### src/rtl/uart_pkg.sv
// Shared types and helpers for the UART transmit/receive blocks.
package uart_pkg;

  typedef enum logic [2:0] {IDLE, START, DATA, PARITY, STOP} uart_tx_state_t;

  localparam int PARITY_NONE = 0;
  localparam int PARITY_EVEN = 1;
  localparam int PARITY_ODD  = 2;

  // Clocks per serial bit; integer divide, so the line rate rounds up slightly.
  function automatic int bit_ticks(input int clkFreq, input int baudRate);
    return clkFreq / baudRate;
  endfunction

endpackage

### src/rtl/baud_tick_gen.sv
// Bit-period divider: tick marks the final clk of every TICKS-clk bit period.
// tickNext marks the clk just before it, so users can register edge-aligned pulses.
module baud_tick_gen #(
  parameter int TICKS = 10
) (
  input  logic clk,
  input  logic rst,
  input  logic clr,
  output logic tick,
  output logic tickNext
);

  localparam int CNT_W = $clog2(TICKS);

  if (TICKS < 2) begin : gBadTicks
    $error("baud_tick_gen: TICKS must be >= 2, got %0d", TICKS);
  end

  logic [CNT_W-1:0] count;

  // NOTE: sequential state uses non-blocking assignments so every flop
  // samples pre-edge values regardless of statement order.
  always_ff @(posedge clk) begin
    if (rst) begin
      count <= '0;
    end else if (clr || tick) begin
      count <= '0;
    end else begin
      count <= count + CNT_W'(1);
    end
  end

  assign tick     = (count == CNT_W'(TICKS - 1));
  assign tickNext = (count == CNT_W'(TICKS - 2));

endmodule

### src/rtl/uart_tx_frame.sv
// Parametrised async serial transmitter: start, DATA_BITS LSB-first, optional
// parity, 1-2 stop bits, one word per ready/valid handshake, gapless back-to-back.
module uart_tx_frame
  import uart_pkg::*;
#(
  parameter int CLK_FREQ    = 100000000,
  parameter int BAUD_RATE   = 19200,
  parameter int DATA_BITS   = 8,
  parameter int PARITY_MODE = 2,
  parameter int STOP_BITS   = 1
) (
  input  logic                 clk,
  input  logic                 rst,
  input  logic                 s_valid,
  input  logic [DATA_BITS-1:0] s_data,
  output logic                 s_ready,
  output logic                 tx_out,
  output logic                 busy,
  output logic                 frame_done
);

  localparam int BIT_TICKS = bit_ticks(CLK_FREQ, BAUD_RATE);
  localparam int BIT_W     = $clog2(DATA_BITS);
  localparam int STOP_W    = (STOP_BITS > 1) ? $clog2(STOP_BITS) : 1;

  if (BIT_TICKS < 2) begin : gBadBaud
    $error("uart_tx_frame: CLK_FREQ/BAUD_RATE must be >= 2, got %0d", BIT_TICKS);
  end
  if (DATA_BITS < 5 || DATA_BITS > 9) begin : gBadDataBits
    $error("uart_tx_frame: DATA_BITS must be 5..9, got %0d", DATA_BITS);
  end
  if (PARITY_MODE != PARITY_NONE && PARITY_MODE != PARITY_EVEN &&
      PARITY_MODE != PARITY_ODD) begin : gBadParity
    $error("uart_tx_frame: PARITY_MODE must be 0, 1 or 2, got %0d", PARITY_MODE);
  end
  if (STOP_BITS < 1 || STOP_BITS > 2) begin : gBadStop
    $error("uart_tx_frame: STOP_BITS must be 1 or 2, got %0d", STOP_BITS);
  end

  uart_tx_state_t       state;
  logic [DATA_BITS-1:0] shReg;
  logic                 parBit;
  logic [BIT_W-1:0]     bitCnt;
  logic [STOP_W-1:0]    stopCnt;
  logic                 txOut;
  logic                 busyQ;
  logic                 frameDoneQ;

  logic tick;
  logic tickNext;
  logic accept;
  logic lastBit;
  logic lastStop;
  logic frameEnd;
  logic nextParity;

  assign lastBit    = (bitCnt == BIT_W'(DATA_BITS - 1));
  assign lastStop   = (stopCnt == STOP_W'(STOP_BITS - 1));
  assign frameEnd   = (state == STOP) && lastStop && tick;
  assign s_ready    = !rst && ((state == IDLE) || frameEnd);
  assign accept     = s_valid && s_ready;
  assign nextParity = (PARITY_MODE == PARITY_EVEN) ? ^s_data : ~^s_data;

  // Restarting the bit period on accept aligns the start bit to the handshake.
  baud_tick_gen #(
    .TICKS(BIT_TICKS)
  ) uBaud (
    .clk      (clk),
    .rst      (rst),
    .clr      (accept),
    .tick     (tick),
    .tickNext (tickNext)
  );

  // NOTE: the shift register is cleared on reset as well; it is a handful of
  // flops, not a RAM, so a known value costs nothing and keeps sim X-free.
  always_ff @(posedge clk) begin
    if (rst) begin
      state      <= IDLE;
      shReg      <= '0;
      parBit     <= 1'b0;
      bitCnt     <= '0;
      stopCnt    <= '0;
      txOut      <= 1'b1;
      busyQ      <= 1'b0;
      frameDoneQ <= 1'b0;
    end else begin
      // Registered pulse lands on the final clk of the last stop bit.
      frameDoneQ <= (state == STOP) && lastStop && tickNext;

      unique case (state)
        IDLE: begin
          if (accept) begin
            shReg  <= s_data;
            parBit <= nextParity;
            txOut  <= 1'b0;
            busyQ  <= 1'b1;
            state  <= START;
          end
        end

        START: begin
          if (tick) begin
            bitCnt <= '0;
            txOut  <= shReg[0];
            state  <= DATA;
          end
        end

        DATA: begin
          if (tick) begin
            if (lastBit) begin
              if (PARITY_MODE != PARITY_NONE) begin
                txOut <= parBit;
                state <= PARITY;
              end else begin
                stopCnt <= '0;
                txOut   <= 1'b1;
                state   <= STOP;
              end
            end else begin
              bitCnt <= bitCnt + BIT_W'(1);
              shReg  <= shReg >> 1;
              txOut  <= shReg[1];
            end
          end
        end

        PARITY: begin
          if (tick) begin
            stopCnt <= '0;
            txOut   <= 1'b1;
            state   <= STOP;
          end
        end

        STOP: begin
          if (tick) begin
            if (lastStop) begin
              // A word accepted here starts immediately; busy stays high.
              if (accept) begin
                shReg  <= s_data;
                parBit <= nextParity;
                txOut  <= 1'b0;
                state  <= START;
              end else begin
                busyQ <= 1'b0;
                state <= IDLE;
              end
            end else begin
              stopCnt <= stopCnt + STOP_W'(1);
            end
          end
        end

        default: begin
          txOut <= 1'b1;
          busyQ <= 1'b0;
          state <= IDLE;
        end
      endcase
    end
  end

  assign tx_out     = txOut;
  assign busy       = busyQ;
  assign frame_done = frameDoneQ;

endmodule

### config.mk
export PLATFORM = sky130hd
export DESIGN_NAME = uart_tx_frame
export DESIGN_NICKNAME = d
export VERILOG_FILES = /design/src/rtl/uart_pkg.sv /design/src/rtl/baud_tick_gen.sv /design/src/rtl/uart_tx_frame.sv
export SDC_FILE = /design/constraint.sdc
export NUM_CORES = 1
export LEC_CHECK = 0
export CAP_MARGIN = 20
export CORE_MARGIN = 4
export CORE_UTILIZATION = 51
export CTS_CLUSTER_DIAMETER = 60
export DETAILED_ROUTE_END_ITERATION = 8
export PLACE_DENSITY = 0.83
export SETUP_SLACK_MARGIN = 0.4
export SYNTH_ARGS = -nofsm -noshare
export SYNTH_HDL_FRONTEND = slang
export SYNTH_SLANG_ARGS = --single-unit
### constraint.sdc
create_clock -name clk -period 2.2 [get_ports clk]
set_clock_uncertainty 0.15 [all_clocks]
set_input_delay 0.22 -clock clk [delete_from_list [all_inputs] [get_ports clk]]
set_output_delay 0.22 -clock clk [all_outputs]
set_load 0.02 [all_outputs]
== Yosys cells after proc, flatten, opt, wreduce, memory -nomap -nowiden ==
Index checks and enable logic that the tools add are counted.
W data, S select, Z words.
Word-level totals
  bits in registers: 32
  word-level logic and storage cells: 93
  input bits: 11
Operators by class
  add/sub/neg operators: 3
  bitwise gates (word level): 2
  multiplexer cells: 40
  reductions and logical operators: 23
  eq/ne operators: 16
Operator list (number)
  $mux W8: 5
  $mux W3: 10
  $eq A13 B13 Y1 const B: 2
  $pmux W8 S3: 1
  $mux W1: 18
  $ne A2 B2 Y1 const B: 8
  $pmux W3 S5: 1
  $reduce_and A5 Y1: 3
  $add A13 B1 Y13 const B: 1
  $reduce_xnor A8 Y1: 1
  $reduce_and A7 Y1: 1
  $eq A3 B2 Y1 const B: 2
  $eq A3 B3 Y1 const B: 2
  $pmux W3 S2: 1
  $reduce_and A3 Y1: 2
  $reduce_bool A2 Y1: 3
  $logic_and A1 B1 Y1: 5
  $pmux W1 S5: 1
  $pmux W1 S2: 2
  $reduce_and A4 Y1: 1
  $add A3 B1 Y3 const B: 1
  $eq A3 B1 Y1 const B: 1
  $logic_not A3 Y1: 1
  $pmux W1 S3: 1
  other kinds (8): 10

== Depth between registers and ports, before layout ==
  depth in word-level cells: 10
  mapped depth: 6
  gate-level depth less buffers: 6

== Hierarchy ==
From an unflattened synthesis, not the netlist that was laid out.
Second synthesis, totals
  cells, all modules: 172
  area, all modules: 1609.0 µm²
Modules (own cells, without submodules)
  uart_tx_frame: cells each 105, area each 1009.7 µm², sequential area each 360.3 µm², instances 1
  baud_tick_gen: cells each 67, area each 599.3 µm², sequential area each 260.2 µm², instances 1

== Worst setup path after synthesis ==
OpenSTA, ideal clock, no wires.
  path type: reg2reg
  start point: register uBaud.count[4]
  end point: register bitCnt[0]
  setup time: 0.070 ns
  arrival time: 1.886 ns
  clock period less this slack: 2.105 ns
  path buffers: 0
  setup slack: 0.095 ns
  cell stages (with the launch flop): 5
  required time: 1.980 ns
  path through: dfxtp_1 -> or3b_4 -> or4_4 -> or4b_1 -> a21oi_1
On the way
  cells in the longest elaborated chain, start to end: 3
  elaborated cells between the ends (all ways): 4
  those cells by class: 3 x eq/ne; 1 x reduce/logical
RTL lines
  start: declaration: RTL line baud_tick_gen.sv:19  | logic [CNT_W-1:0] count;
  start signal: assignment: RTL line baud_tick_gen.sv:29  | count <= count + CNT_W'(1);
  $eq A13 B13 Y1 (*): RTL line baud_tick_gen.sv:33  | assign tick = (count == CNT_W'(TICKS - 1));
  $ne A2 B2 Y1 (no source line)
  $reduce_and A4 Y1 (no source line) (*)
  end signal: assignment: RTL line uart_tx_frame.sv:122  | bitCnt <= bitCnt + BIT_W'(1);
  end: declaration: RTL line uart_tx_frame.sv:43  | logic [BIT_W-1:0] bitCnt;
Mark *: on every way between the ends. The rest lies on a longest branch, timed or not.
A chain may end at the register's enable or synchronous reset.

== Final worst setup path ==
  start point: register uBaud.count[3]
  end point: register bitCnt[0]
Same word-level chain as after synthesis.

==> flow_summary_export.csv <==
group,metric,value,unit
timing,hold_viol_final,0,
detailed_routing,remaining_drc_errors,0,
worst_hold_path,min_to,"uBaud.count[0]",
clocking,h-tree-depth,2,
clocking,cts_tree,"built",
floorplanning,initial_core_util,0.525,
placement,port-buffer-count,14,
yosys,syn_area_per_cell,9.08,um2
worst_setup_path,crit_path_start,"uBaud.count[3]",
power_and_ir_drop,ir_worst_vdd,0.343,mV
power_and_ir_drop,leakage,0.783,nW
clocking,clk_latency,0.34,ns
placement,dpl_cell_area,1980,um2
yosys,synthDistinctLibCells,46,
worst_setup_path,cp_data_required_time,2.33,ns
timing,tns,0,ns
yosys,syn-cell-area,1750,um2
cells_and_area,fillers,275,
worst_setup_path,slowest_stage,"or4_4",
cells_and_area,multi_input_area,1060,um2
floorplanning,core_area,3340,um2
worst_hold_path,hp-start,"uBaud.count[0]",
worst_setup_path,critPathMaxFanout,3,
clocking,cts_buffers,5,
timing,drv_slew,0,
global_route,grt_max_degree,24,
worst_setup_path,r2r_slack,0.06,ns
detailed_routing,dr_total_vias,1516,
timing,finalCritPeriodShare,0.971,
detailed_routing,wl_per_cell,14.5,um
cells_and_area,final_cell_mix,"30 x nor2_1, 26 x dfxtp_1, 18 x buf_4, 14 x xnor2_1, 13 x clkdlybuf4s50_1",
timing,rsz0062_at_grt,"yes",
floorplanning,rows,21,
run,max_cap_violations,0,
global_route,antenna_found_initial,0,
yosys,yosysSeqAreaShare,0.354,
detailed_routing,topRoutingLayerUsed,"met4",
worst_setup_path,critPathCaptureType,"register",
yosys,syn_inst,193,
floorplanning,die_area,4440,um2
clocking,clock_sinks,31,
detailed_routing,avgViaCountPerCell,5.51,
detailed_routing,final_antenna_net_count,0,
cells_and_area,final_common_cell,"nor2_1",
cells_and_area,fin_nets,244,
timing,relSlewSlack,0.689,
power_and_ir_drop,total_power,1.12,mW
global_route,grt_pass1_vias,1461,
clocking,root_buffer,"clkbuf_4",
global_route,grt.overflow.total,0,
yosys,syn_nets,208,
clocking,clk_pin_slew,0.10,ns
detailed_routing,m1WireLength,1700,um
timing,worst_pin_slew,0.460,ns
placement,dp.cells,258,
placement,gp_congestion,0.856,
global_route,grt_usage,0.200,
outcome,status,"finished clean",
worst_setup_path,critPathArrivalTime,2.27,ns
clocking,cts_hold_buf,0,
placement,dpl.hpwl,2470,um
worst_setup_path,r2r_start,"uBaud.count[3]",
detailed_routing,wl_met3,161,um
yosys,synth-seq-cells,31,
floorplanning,boundaryPins,15,
timing,setup_viol,0,
detailed_routing,first_iter_violations,175,
cells_and_area,fin_cells,275,
cells_and_area,diodes,0,
power_and_ir_drop,power_density,512,nW/um2
cells_and_area,final_cell_area,2180,um2
detailed_routing,routed_wl,3980,um
worst_hold_path,holdPathStages,1,
worst_setup_path,startpoint_type,"register",
cells_and_area,area_growth,24.5,%
worst_setup_path,slowest_delay,0.54,ns
timing,min_period,2.14,ns
worst_setup_path,reg2reg_to,"bitCnt[0]",
cells_and_area,seq_area,627,um2
timing,max_clock_freq,0.468,GHz
worst_hold_path,hp-class,"reg2reg",
cells_and_area,drive_gt1_frac,0.279,
clocking,clk_path_buf_depth,2,
detailed_routing,met2_wirelength,2040,um
floorplanning,fp.dieW,66.6,um
floorplanning,die_y,66.6,um
global_route,grt_pass1_wl,6680,um
detailed_routing,dr.pass1.iters,4,
worst_setup_path,critical_path_class,"reg2reg",
yosys,ys_warn_count,0,
worst_setup_path,path_cells,"or3b_4, or4_4, or4b_4, a21oi_2",
worst_setup_path,reg2reg_depth,4,
[cell usage after synthesis (all sizes together)]
| cell | count | share of area |
|---|---|---|
| o21a | 3 | 0.013 |
| xor2 | 4 | 0.020 |
| nand2b | 1 | 0.0036 |
| a21oi | 6 | 0.017 |
| o22ai | 1 | 0.0036 |
| clkbuf | 8 | 0.046 |
| or3 | 1 | 0.0064 |
| nor4b | 1 | 0.0050 |
| a221o | 1 | 0.0057 |
| nor4 | 4 | 0.023 |
| and2b | 1 | 0.0050 |
| buf | 2 | 0.014 |
| a211o | 2 | 0.010 |
| ha | 4 | 0.029 |
| nor2 | 32 | 0.069 |
| or4b | 1 | 0.0057 |
| nand3b | 1 | 0.0043 |
| mux2i | 7 | 0.040 |
| a21o | 1 | 0.0043 |
| nand3 | 4 | 0.011 |
| and2 | 1 | 0.0036 |
| nand2 | 6 | 0.013 |
| nor3b | 2 | 0.0086 |
| inv | 6 | 0.013 |
| nor3 | 3 | 0.0086 |
| o211ai | 3 | 0.016 |
| a31oi | 1 | 0.0036 |
| a21boi | 1 | 0.0043 |
| or3b | 1 | 0.0064 |
| dfxtp | 31 | 0.35 |
| o21ai | 9 | 0.026 |
| o2bb2ai | 1 | 0.0050 |
| xnor2 | 14 | 0.070 |
| nand4b | 1 | 0.0050 |
| nand4 | 7 | 0.025 |
| mux2 | 8 | 0.051 |
| nor2b | 10 | 0.036 |
| a22o | 1 | 0.0050 |
| or4 | 2 | 0.011 |
[timing repair]
item,4_1_cts,5_1_grt
setup endpoints to repair,31,31
pin swaps,7,9
resized for setup,22,13
gates cloned,2,0
buffers inserted,6,2
[flip-flops by register name, indices dropped and copies added (netlist names)]
name / flops
tx_out: 1
uBaud.count: 13
frame_done: 1
parBit: 1
bitCnt: 3
shReg: 8
state: 3
busy: 1
[routing by layer]
layer,GRT usage,vias up
li1,-,746
met1,0.237,726
met2,0.334,35
met3,0.0523,9
met4,0.0914,0
met5,0,-
[worst max-delay path by stage]
| stage | to | slack [ns] | depth (start not counted) |
|---|---|---|---|
| floorplan | bitCnt[0] | 0.15 | 4 |
| global placement | s_ready | 0.1 | 4 |
| detailed placement | s_ready | 0.06 | 4 |
| CTS | bitCnt[0] | 0.07 | 4 |
| global route | bitCnt[0] | 0.03 | 4 |
| finish | bitCnt[0] | 0.06 | 4 |
[area by class of cell]
cell class                 count  share of cell area
inverter                       6              0.0103
sequential                    31               0.287
clock buffer                   6              0.0235
timing repair buffer          39               0.163
clock inverter                 1             0.00229
tap                           46              0.0264
multi-input combinational    146               0.487
[power by group]
part	total (mW)	internal [mW]	switching [mW]
clock network	0.348	0.148	0.200
registers	0.598	0.582	0.0157
logic	0.172	0.0922	0.0794
[logic make-up after synthesis]
logic type	count (synthesis)	synth area share
flops	31	0.354
compound gates	30	0.113
mux	15	0.0914
fa+ha+maj	4	0.0286
simple gates	79	0.250
buf+inv	16	0.0735
xor+xnor	18	0.0899
[through the flow]
| step | hold slack (ns) | utilization | setup WS [ns] |
|---|---|---|---|
| after CTS | 0.336 | 0.640 | 0.0684 |
| after floorplan | 0.208 | - | 0.146 |
| after global placement | 0.296 | 0.593 | 0.0954 |
| final | 0.330 | 0.654 | 0.0641 |
| after detailed placement | 0.313 | 0.593 | 0.0595 |
| after global routing | 0.349 | 0.654 | 0.0263 |
[critical path: cells and delay by family, from the launching register on]
family             cells  cell delay, ns
AOI/OAI and AO/OA      1            0.11
DFF                    1            0.33
and+or+nand+nor        3            1.48
Power figures use the tool's default switching activity.
